**src/rtl/bcd_event_counter.sv**
```systemverilog
// Up/down packed-BCD event counter driven by two debounced push-buttons.
// Step lands SYNC_STAGES+DEBOUNCE_CYCLES+1 edges after a raw rise; no backpressure.
module bcd_event_counter #(
  parameter int NUM_DIGITS      = 3,
  parameter int DEBOUNCE_CYCLES = 16,
  parameter int SYNC_STAGES     = 2,
  parameter bit SATURATE        = 1'b0
) (
  input  logic                    clk,
  input  logic                    reset,
  input  logic                    i_enable,
  input  logic                    i_error,
  input  logic                    i_inc_in,
  input  logic                    i_dec_in,
  input  logic                    i_clear,
  input  logic                    i_load,
  input  logic [4*NUM_DIGITS-1:0] i_load_value,
  output logic [4*NUM_DIGITS-1:0] o_bcd,
  output logic                    o_count_pulse,
  output logic                    o_overflow,
  output logic                    o_underflow,
  output logic                    o_at_max,
  output logic                    o_at_zero
);

  localparam int W  = 4 * NUM_DIGITS;
  localparam int CW = (DEBOUNCE_CYCLES > 1) ? $clog2(DEBOUNCE_CYCLES) : 1;
  localparam logic [CW-1:0] LP_LAST = CW'((DEBOUNCE_CYCLES > 0) ? DEBOUNCE_CYCLES - 1 : 0);
  localparam logic [W-1:0]  LP_MAX  = {NUM_DIGITS{4'h9}};

  logic [1:0] w_raw;
  logic [1:0] w_evt;

  assign w_raw = {i_dec_in, i_inc_in};

  // Index 0 = increment button, index 1 = decrement button.
  for (genvar g = 0; g < 2; g++) begin : g_btn
    logic [SYNC_STAGES-1:0] r_sync;
    logic                   r_prev;
    logic                   r_evt;
    logic                   w_lvl;

    always_ff @(posedge clk) begin
      if (reset) r_sync <= '0;
      else       r_sync <= {r_sync[SYNC_STAGES-2:0], w_raw[g]};
    end

    if (DEBOUNCE_CYCLES == 0) begin : g_bypass
      assign w_lvl = r_sync[SYNC_STAGES-1];
    end else begin : g_deb
      logic [CW-1:0] r_cnt;
      logic          r_lvl;

      always_ff @(posedge clk) begin
        if (reset) begin
          r_cnt <= '0;
          r_lvl <= 1'b0;
        end else if (r_sync[SYNC_STAGES-1] != r_lvl) begin
          if (r_cnt == LP_LAST) begin
            r_lvl <= r_sync[SYNC_STAGES-1];
            r_cnt <= '0;
          end else begin
            r_cnt <= r_cnt + 1'b1;
          end
        end else begin
          r_cnt <= '0;
        end
      end

      assign w_lvl = r_lvl;
    end

    always_ff @(posedge clk) begin
      if (reset) begin
        r_prev <= 1'b0;
        r_evt  <= 1'b0;
      end else begin
        r_prev <= w_lvl;
        r_evt  <= w_lvl & ~r_prev;
      end
    end

    assign w_evt[g] = r_evt;
  end

  logic [W-1:0] r_bcd;
  logic         r_pulse;
  logic         r_ovf;
  logic         r_udf;
  logic [W-1:0] w_inc_val;
  logic [W-1:0] w_dec_val;
  logic [W-1:0] w_load_val;
  logic         w_at_max;
  logic         w_at_zero;
  logic         w_inc_step;
  logic         w_dec_step;

  assign w_at_max   = (r_bcd == LP_MAX);
  assign w_at_zero  = (r_bcd == '0);
  // Simultaneous inc and dec events cancel each other.
  assign w_inc_step = w_evt[0] & ~w_evt[1] & i_enable & ~i_error;
  assign w_dec_step = w_evt[1] & ~w_evt[0] & i_enable & ~i_error;

  always_comb begin : p_arith
    logic v_carry;
    logic v_borrow;
    w_inc_val  = r_bcd;
    w_dec_val  = r_bcd;
    w_load_val = '0;
    v_carry    = 1'b1;
    v_borrow   = 1'b1;
    for (int i = 0; i < NUM_DIGITS; i++) begin
      if (v_carry) begin
        if (r_bcd[4*i +: 4] == 4'd9) begin
          w_inc_val[4*i +: 4] = 4'd0;
        end else begin
          w_inc_val[4*i +: 4] = r_bcd[4*i +: 4] + 4'd1;
          v_carry             = 1'b0;
        end
      end
      if (v_borrow) begin
        if (r_bcd[4*i +: 4] == 4'd0) begin
          w_dec_val[4*i +: 4] = 4'd9;
        end else begin
          w_dec_val[4*i +: 4] = r_bcd[4*i +: 4] - 4'd1;
          v_borrow            = 1'b0;
        end
      end
      w_load_val[4*i +: 4] = (i_load_value[4*i +: 4] > 4'd9) ? 4'd9 : i_load_value[4*i +: 4];
    end
  end

  always_ff @(posedge clk) begin
    if (reset) begin
      r_bcd   <= '0;
      r_pulse <= 1'b0;
      r_ovf   <= 1'b0;
      r_udf   <= 1'b0;
    end else begin
      r_pulse <= 1'b0;
      if (i_clear) begin
        r_bcd <= '0;
        r_ovf <= 1'b0;
        r_udf <= 1'b0;
      end else if (i_load) begin
        r_bcd <= w_load_val;
        r_ovf <= 1'b0;
        r_udf <= 1'b0;
      end else if (w_inc_step) begin
        if (w_at_max) r_ovf <= 1'b1;
        if (!(w_at_max && SATURATE)) begin
          r_bcd   <= w_inc_val;
          r_pulse <= 1'b1;
        end
      end else if (w_dec_step) begin
        if (w_at_zero) r_udf <= 1'b1;
        if (!(w_at_zero && SATURATE)) begin
          r_bcd   <= w_dec_val;
          r_pulse <= 1'b1;
        end
      end
    end
  end

  assign o_bcd         = r_bcd;
  assign o_count_pulse = r_pulse;
  assign o_overflow    = r_ovf;
  assign o_underflow   = r_udf;
  assign o_at_max      = w_at_max;
  assign o_at_zero     = w_at_zero;

endmodule

```
**config.mk**
```make
export PLATFORM = sky130hd
export DESIGN_NAME = bcd_event_counter
export DESIGN_NICKNAME = d
export VERILOG_FILES = /design/src/rtl/bcd_event_counter.sv
export SDC_FILE = /design/constraint.sdc
export NUM_CORES = 1
export LEC_CHECK = 0
export ABC_AREA = 1
export BUFFER_PORTS_ARGS = -buffer_cell sky130_fd_sc_hd__buf_2
export CORE_ASPECT_RATIO = 0.75
export CORE_UTILIZATION = 54
export CTS_BUF_LIST = sky130_fd_sc_hd__clkbuf_8 sky130_fd_sc_hd__clkbuf_16
export DETAILED_ROUTE_END_ITERATION = 10
export PLACE_DENSITY = 0.88
export SLEW_MARGIN = 20
export SYNTH_ARGS = -nofsm -noshare
export SYNTH_HDL_FRONTEND = slang
export SYNTH_SLANG_ARGS = --single-unit
```
**constraint.sdc**
```tcl
create_clock -name clk -period 1.3 [get_ports clk]
set_input_delay 0.13 -clock clk [delete_from_list [all_inputs] [get_ports clk]]
set_output_delay 0.13 -clock clk [all_outputs]
set_load 0.02 [all_outputs]
```
==> summary.md, run 1 <==
| Metric | Value |
|---|---|
| IO buf count | 36 |
| ANT nets after route | 0 |
| Max cap viols | 0 |
| Total Power | 2.58 mW |
| Register Area | 691 sq um |
| Share of layout cells above drive strength 1 | 49.7% |
| FF+latch count, synth | 33 |
| Clk pwr share | 31.5% |
| Commonest non-fill, non-tap cell in the layout | nand2_1 |
| Cell-internal power | 1.68 mW |
| Filler instances | 128 |
| Gpl congestion | 0.945 |
| Sequential power share | 41.4% |
| Cts bufs inserted | 5 |
| Switching share of total power | 34.9% |
| Antenna diodes | 0 |
| Combinational share of power | 27.0% |
| Num Clock Sinks | 33 |
| GRT Residual Overflow | 0 |
| Net Count, Synth | 313 |
| RSZ-0062 raised after global routing | true |
| CTS tree | yes |
| Most frequent cells in the layout | nand2_1, buf_4, nor2_1 |
| Post-placement cell count | 377 |
| Power Dens Cells | 866 nW/um^2 |
| Total die area | 3690 sq um |
| Row count | 18 |
| Top sig layer | met4 |
| Worst-Skew Late Latency | 300 ps |
| Synthesis-to-layout area growth | 59.9% |
| Largest net degree at the start of global routing | 14 |
| DRT iter0 DRCs | 421 |
| Root Buffer | clkbuf_8 |
| Critical Path Sink Type | output pin |
| Fin. Hold Viols | 0 |
| Failing checks | negative setup slack |
| Worst Path Arrival | 1440 ps |
| Vias in the first global route | 2222 |
| Final clock skew | 4.48 ps |
| Slowest CP cell | dfxtp_2 |
| Routed wl met3 | 1380 um |
| Drt drc | 0 |
| TNS Setup | -2140 ps |
| Final worst slack | -274 ps |
| Rel. slew slack | 81.7% |
| Mapped Area | 1860 sq um |
| Initial Utilization | 56.6% |
| First-pass GRT wire length | 10200 um |
| Status | finished, violations left |
| Total Wirelength | 9340 um |
| Setup violators final | 23 |
| Drt pass-1 iters | 6 |
| Leakage | 1.49 nW |
| Required @ worst endpoint | 1170 ps |
| Worst-path clk slew | 80 ps |
| Multi-input gate area | 1350 sq um |
| Critical Path, Cell by Cell | buf_4 > nor2_2 > nand2_2 > nor2_4 > buf_6 |
| Final worst-path cycle share | 121% |
| Die Span X | 69.8 um |
| DR vias | 2751 |
| Warnings, synthesis | 0 |
| Crit path max fanout | 4 |
| Worst min path class | in2reg |
| Net Sw Power | 900 uW |
| Non-filler cells, final | 426 |
| Core Box Area | 3290 sq um |
| Worst Tran Pin Value | 273 ps |
| Vias per cell | 6.46 |
| Max clock buf depth | 2 |
| # hold bufs at CTS | 0 |
| Detailed-routed wire length on met2 | 3910 um |
| Final min period | 1570 ps |
| CP Launch Type | flip-flop |
| Fin nets | 407 |
| Top Ports | 37 |
| GRT Total Usage | 36.3% |
| Post-synthesis sequential area ratio | 35.5% |
| Post-layout utilization of the core | 90.6% |
| Syn_area_per_cell | 6.40 sq um |
| Synth cell types | 25 |
| Syn Inst Count | 291 |
| Maximum vdd ir drop | 0.949 mV |
| Initial antenna violation count | 0 |
| Critical path type | reg2out |
| Die Y | 52.9 um |
| CP max stage delay | 350 ps |
| Wire length on met1 | 3200 um |
| WL per Instance | 21.9 um |
| Max Clk Rate | 635 MHz |
| CTS HTree Levels | 2 |
| Slew Limit Fails | 0 |
| DP Wirelength | 3290 um |
[layer usage]
metal | global-route usage (%) | vias to the layer above
li1 | - | 1101
met1 | 43.8 | 1204
met2 | 59.1 | 326
met3 | 9.52 | 120
met4 | 22.0 | 0
met5 | 0 | -
[power groups by stage]
stage | Clock, mW | Combinational (mW) | Sequential (mW)
floorplan | 0 | 0.231 | 1.10
global route | 0.850 | 0.720 | 1.07
global placement | 0 | 0.371 | 1.08
detailed placement | 0 | 0.376 | 1.08
CTS | 0.765 | 0.472 | 1.06
finish | 0.814 | 0.697 | 1.07
[cells by family after synthesis]
logic type | after synthesis | synth area share [%]
AOI/OAI and AO/OA | 24 | 6.86
DFF | 33 | 35.5
and+or+nand+nor | 186 | 44.9
xor gates and xnor gates | 6 | 2.82
buffers and inverters | 40 | 8.60
adders and majority gates | 2 | 1.34
[worst paths after layout]
kind / slack [ps] / cells after the start / to / start
max: -270 / 5 / o_at_zero / o_bcd[10]
min: 30 / 3 / g_btn[1].r_sync[0] / i_dec_in
max reg2reg: -160 / 6 / g_btn[1].g_deb.r_cnt[0] / g_btn[1].g_deb.r_cnt[0]
min reg2reg: 390 / 1 / g_btn[1].r_evt / g_btn[1].r_prev
[cells in the mapped netlist]
cell,n,area [sq um]
nor2_2,3,18.8
nand3b_1,1,7.51
inv_1,30,113
dfxtp_1,33,661
nand4_1,2,12.5
inv_2,6,22.5
o21a_1,1,7.51
o21bai_1,1,7.51
nor2_8,1,20.0
nand3_4,2,35.0
o21ai_0,12,60.1
a31oi_1,2,12.5
nor2_4,2,22.5
nand3_1,28,140
nand2_1,81,304
nor3_1,6,30.0
clkbuf_4,1,7.51
ha_1,2,25.0
nor2_1,54,203
a21oi_1,8,40.0
nand2_4,1,11.3
buf_2,2,10.0
buf_4,1,7.51
xor2_1,6,52.6
nand2_2,5,31.3
[metrics by stage]
stage	cell area, sq um	setup WS (ps)	hold slack (ps)
floorplan	1870	26.8	237
global placement	2180	-7.80	330
detailed placement	2180	-20.0	342
CTS	2560	-72.8	46.5
global route	2980	-292	38.7
finish	2980	-274	34.4
[repair_timing]
action                                  in CTS  in global routing
gates resized for setup                     41                 81
setup buffers                               26                 15
pin swaps                                   12                 32
endpoints found under the setup margin       6                 16
cloned                                       0                  1
[sequential cells by signal (all words and copies together), names as in the netlist]
name	flops
g_btn.r_evt	2
g_btn.r_sync	4
o_overflow	1
o_bcd	12
g_btn.r_prev	2
o_count_pulse	1
g_btn.g_deb.r_lvl	2
o_underflow	1
g_btn.g_deb.r_cnt	8
[critical path: cells and delay by family (launching register included)]
kind	cells	cell delay, ps
buf+inv	2	290
flops	1	350
simple gates	3	490
[final cells by class]
type                            instances  share of cell area [%]
Multi-Input combinational cell        219                    45.3
Sequential cell                        33                    23.2
Timing Repair Buffer                   90                    21.8
Inverter                               36                    5.13
Clock buffer                            5                    2.31
Tap cell                               40                    1.68
Clock inverter                          3                   0.588
No activity file was read; power rests on OpenSTA's default activity.
==> inputs of run 2 (changes only) <==
- CORE_UTILIZATION: 54 -> 30
- CTS_CLUSTER_DIAMETER: default -> 200
- PLACE_DENSITY: 0.88 -> 0.59
==> run 2 against run 1 <==
  * The run still ends with negative setup slack left
  * Cell count rose by 4.2%
  * Register-to-register slack improved by 130 ps
  * Count of clock-buffer cells in the layout did not move
  * Critical path depth rose by 1
  * Design area fell by 6.1%
  * Setup slack improved by 170 ps
  * Wire length fell by 42%
  * Highest routed layer unchanged
==> summary.md, run 2 (synthesis gave the netlist of run 1 again) <==
| Metric | Value |
|---|---|
| Status | finished, violations left |
| Failing checks | negative setup slack |
| Post-layout utilization of the core | 47.5% |
| Total Power | 2.60 mW |
| Reg-to-reg endpoint | o_bcd[3] |
| Critical Path Sink Type | output pin |
| Required @ worst endpoint | 1170 ps |
| CP Launch Type | flip-flop |
| Crit Reg-Reg Startpoint | g_btn[0].r_evt |
| Vias per cell | 4.63 |
| GRT Total Usage | 15.7% |
| Critical path type | reg2out |
| CTS tree | yes |
| Worst min path class | in2reg |
| Largest register FFs | 12 |
| Cts bufs inserted | 5 |
| CP top delay family | simple AND/OR/NAND/NOR gates |
| CTS HTree Levels | 2 |
| Commonest non-fill, non-tap cell in the layout | nand2_1 |
| Antenna diodes | 0 |
| Register Area | 693 sq um |
| Post-placement cell count | 416 |
| Initial Utilization | 31.6% |
| Top Ports | 37 |
| Multi-input gate area | 1270 sq um |
| Drt pass-1 iters | 5 |
| Root Buffer | clkbuf_8 |
| Setup crit end | o_at_max |
| IO buf count | 36 |
| Max cap viols | 0 |
| Worst Setup SP | o_bcd[10] |
| Crit path max fanout | 2 |
| Filler instances | 591 |
| Row count | 24 |
| Vias in the first global route | 1788 |
| Buf+Inv Stages, Crit Path | 2 |
| Share of layout cells above drive strength 1 | 43.7% |
| Final worst slack | -106 ps |
| Initial antenna violation count | 0 |
| Critical Path, Cell by Cell | inv_2 > nand2_2 > nor2_4 > nand2_2 > nor3_2 > buf_4 |
| RSZ-0062 raised after global routing | true |
| ANT nets after route | 0 |
| Largest net degree at the start of global routing | 14 |
| Num Clock Sinks | 33 |
| Gpl congestion | 0.816 |
| HP Start | i_dec_in |
| Fin nets | 387 |
| Worst-Skew Late Latency | 290 ps |
| Max clock buf depth | 2 |
| Final worst-path cycle share | 108% |
| Most frequent cells in the layout | nand2_1, nor2_1, buf_2 |
| Maximum vdd ir drop | 0.611 mV |
| CP max stage delay | 330 ps |
| Total Wirelength | 5410 um |
| Total die area | 6530 sq um |
| Setup violators final | 8 |
| WL per Instance | 12.2 um |
| Worst r2r path cells | 9 |
| Crit path depth | 6 |
| Fin. Hold Viols | 0 |
| Non-filler cells, final | 444 |
| Power Dens Cells | 931 nW/um^2 |
| Worst Path Arrival | 1280 ps |
| DRT iter0 DRCs | 161 |
| Setup WS pre-CTS | -19.5 ps |
| Core Box Area | 5890 sq um |
| Max Clk Rate | 711 MHz |
| First-pass GRT wire length | 8010 um |
| Top cell by count, worst path | nand2_2 |
| Leakage | 1.36 nW |
| Slew Limit Fails | 0 |
| Slowest CP cell | dfxtp_2 |
| Worst-path clk slew | 80 ps |
| Drt drc | 0 |
| Die Y | 70.2 um |
| Flop2flop setup slack | -30 ps |
| GRT Residual Overflow | 0 |
| Final min period | 1410 ps |
| Die Span X | 93.0 um |
| DP Wirelength | 3390 um |
| Rel. slew slack | 79.3% |
| Synthesis-to-layout area growth | 50.1% |
| TNS Setup | -283 ps |
| Worst Tran Pin Value | 310 ps |
| DR vias | 2057 |
| Final clock skew | 5.21 ps |
-- run 2: cell count changes in the layout (fill, tap and decap cells not counted), sizes merged --
cell and delta:
bufinv +1, nand3 -1, buf -19, clkinv -1
-- run 2: worst min path at each step --
stage,end,cells past startpoint
floorplan,g_btn[0].r_sync[0],2
global placement,g_btn[1].r_sync[0],3
finish,g_btn[1].r_sync[0],3
detailed placement,g_btn[1].r_sync[0],3
global route,g_btn[0].r_sync[0],3
CTS,g_btn[1].r_sync[0],3
-- run 2: tightest hold or removal path: cells and delay by family --
| family | cells | cell delay (ps) |
|---|---|---|
| buffers and inverters | 2 | 100 |
| and+or+nand+nor | 1 | 60 |
-- run 2: repair_timing --
action | CTS | global route
setup buffers | 12 | 9
pin swaps | 10 | 28
resized for setup | 36 | 62
endpoints found under the setup margin | 10 | 15
hold buffers | 0 | 0
-- run 2: report_power, final --
| part | switching (mW) | total (mW) | internal, mW |
|---|---|---|---|
| clock network | 0.416 | 0.990 | 0.574 |
| registers | 0.0281 | 1.06 | 1.03 |
| logic | 0.315 | 0.555 | 0.240 |
-- run 2: metrics by stage --
step | area (sq um) | hold slack, ps
3_3_place_gp | 2230 | 334
3_5_place_dp | 2230 | 337
4_1_cts | 2530 | 29.6
2_1_floorplan | 1870 | 237
6_report | 2800 | 34.9
5_1_grt | 2800 | 31.7
-- run 2: layout make-up --
cell class | instances | area share (%)
tap | 78 | 3.49
clock inverter | 3 | 1.66
timing repair buffer | 71 | 17.1
inverter | 36 | 5.10
multi-input combinational | 218 | 45.4
clock buffer | 5 | 2.46
sequential | 33 | 24.8
-- run 2: layer usage --
layer	wire length, um	share of wire, %	GRT usage (%)	vias to the layer above
li1	-	-	-	1058
met1	2520	47	21.4	917
met2	2460	45	24.7	76
met3	360	6.7	4.14	6
met4	72	1.3	4.10	0
met5	0	0	0	-
==> inputs of run 3 (changes only) <==
- CORE_UTILIZATION: 30 -> 54
- PLACE_DENSITY: 0.59 -> 0.88
- clock period: 1.3 -> 1.5 ns (I/O delays scaled with it)
==> run 3 against run 2 <==
  * First-iteration DRC count rose by 17%
  * Worst hold slack improved by 22 ps
  * Highest routed layer unchanged
  * Largest power group unchanged
  * Clock skew hardly changed
  * Sequential share of layout area is 3.8 points higher
  * The flow now finishes without violations
==> summary.md, run 3 (synthesis gave the netlist of run 1 again) <==
| Metric | Value |
|---|---|
| Die Span X | 69.8 um |
| CP max stage delay | 360 ps |
| Hold EP | g_btn[0].r_sync[0] |
| Cell-internal power | 1.53 mW |
| Crit path max fanout | 4 |
| Total Wirelength | 4710 um |
| Synthesis-to-layout area growth | 26.9% |
| Largest register FFs | 12 |
| Sequential power share | 43.4% |
| ANT nets after route | 0 |
| Setup violators final | 0 |
| Drt pass-1 iters | 5 |
| Fin. Hold Viols | 0 |
| Slew Limit Fails | 0 |
| Max clock buf depth | 2 |
| Vias in the first global route | 1666 |
| Share of layout cells above drive strength 1 | 29.9% |
| Final worst-path cycle share | 98.3% |
| Filler instances | 254 |
| Maximum vdd ir drop | 0.613 mV |
| CP Launch Type | flip-flop |
| Num Clock Sinks | 33 |
| DR vias | 1976 |
| Status | complete, no violations |
| Worst-path clk slew | 70 ps |
| Setup WS pre-CTS | 178 ps |
| First-pass GRT wire length | 7250 um |
| Initial Utilization | 56.6% |
| Dpl cell area | 2080 sq um |
| Net Sw Power | 606 uW |
| Max Clk Rate | 678 MHz |
| Crit Reg-Reg Startpoint | g_btn[0].r_evt |
| Final min period | 1470 ps |
| Max cap viols | 0 |
| Row count | 18 |
| Most frequent cells in the layout | nand2_1, nor2_1, buf_2 |
| Hold path depth | 3 |
| Vias per cell | 5.19 |
| Flop2flop setup slack | 90 ps |
| Reg-to-reg endpoint | o_bcd[4] |
| Commonest non-fill, non-tap cell in the layout | nand2_1 |
| Slowest CP cell | dfxtp_4 |
| DRT iter0 DRCs | 189 |
| Worst r2r path cells | 9 |
| Switching share of total power | 28.3% |
| Clk pwr share | 39.8% |
| Post-layout utilization of the core | 71.9% |
| Required @ worst endpoint | 1350 ps |
| Top Ports | 37 |
| Cts bufs inserted | 5 |
| WL per Instance | 12.4 um |
| CTS tree | yes |
| Worst min path class | in2reg |
| HP Start | i_inc_in |
| Critical Path Sink Type | output pin |
| Core Box Area | 3290 sq um |
| Root Buffer | clkbuf_8 |
| Antenna diodes | 0 |
| Worst-Skew Late Latency | 290 ps |
| Power Dens Cells | 905 nW/um^2 |
| Finished Cell Area | 2360 sq um |
| GRT Residual Overflow | 0 |
| GRT Total Usage | 25.1% |
| Die Y | 52.9 um |
| Worst Tran Pin Value | 403 ps |
| Combinational share of power | 16.8% |
| Total die area | 3690 sq um |
| CP top delay family | simple AND/OR/NAND/NOR gates |
| Leakage | 1.18 nW |
| Final clock skew | 5.26 ps |
| DP Wirelength | 3070 um |
| Initial antenna violation count | 0 |
| Worst Path Arrival | 1320 ps |
| Largest net degree at the start of global routing | 17 |
| Critical Path, Cell by Cell | inv_4 > nand2_4 > nor2_4 > inv_2 > nor3_2 > buf_4 |
| Fin nets | 362 |
| Drt drc | 0 |
| Gpl congestion | 0.851 |
| Buf+Inv Stages, Crit Path | 3 |
| Final worst slack | 25.9 ps |
| CTS HTree Levels | 2 |
| IO buf count | 36 |
| Critical path type | reg2out |
| Rel. slew slack | 73.1% |
run 3: cell types whose count changed in the layout (fill, tap and decap cells not counted), sizes merged:
| cell | before | now |
|---|---|---|
| buf | 71 | 46 |
run 3: repair_timing:
item / CTS / global route
pin swaps: 3 / 7
endpoints found under the hold margin: 0 / 0
hold buffers: 0 / 0
setup endpoints to repair: 2 / 2
resized for setup: 12 / 31
buffers inserted: 4 / 4
run 3: layout make-up:
type                       count  area, sq um  area share [%]
tap                           40         50.0            2.12
clock inverter                 3         46.3            1.96
sequential                    33          677            28.6
clock buffer                   5         68.8            2.91
inverter                      36          143            6.03
multi-input combinational    218         1120            47.3
timing repair buffer          46          260            11.0
run 3: worst max-delay path by stage:
stage | start | endpoint | slack [ps] | depth (start not counted)
4_1_cts | o_bcd[7] | o_at_zero | 3 | 6
3_5_place_dp | o_bcd[6] | o_at_max | 180 | 6
6_report | o_bcd[6] | o_at_max | 30 | 6
2_1_floorplan | o_bcd[0] | o_at_max | 60 | 4
5_1_grt | o_bcd[10] | o_at_max | -30 | 6
3_3_place_gp | o_bcd[6] | o_at_max | 180 | 6
run 3: per-layer routing:
metal  track usage [%]  wire length, um
met5                 0                0
met4              10.7               80
met3              5.33              429
met2              38.3             2120
met1              34.4             2080
run 3: worst register-to-register path, cell delays in order (launching register included):
cell	delay (ps)
dfxtp_1	360
inv_1	90
nor2_4	110
nand2_4	90
nor2_8	200
nand2_2	100
nand2_2	160
nand2_1	70
nand2_1	60
nor2_1	40
run 3: metrics by stage:
step | setup TNS, ps | power (mW) | hold slack, ps | cells
after detailed placement | 0 | 1.24 | 358 | 365
final | 0 | 2.14 | 57.3 | 381
after global placement | 0 | 1.23 | 349 | 365
after global routing | -58.3 | 2.23 | 61.8 | 381
after floorplan | 0 | 1.15 | 257 | 291
after CTS | 0 | 2.10 | 49.6 | 377
run 3: power groups by stage:
stage,Sequential [mW],Clock [mW],Combinational [mW]
global placement,0.940,0,0.294
global route,0.931,0.900,0.401
detailed placement,0.942,0,0.299
CTS,0.923,0.867,0.311
finish,0.928,0.851,0.360
floorplan,0.956,0,0.198
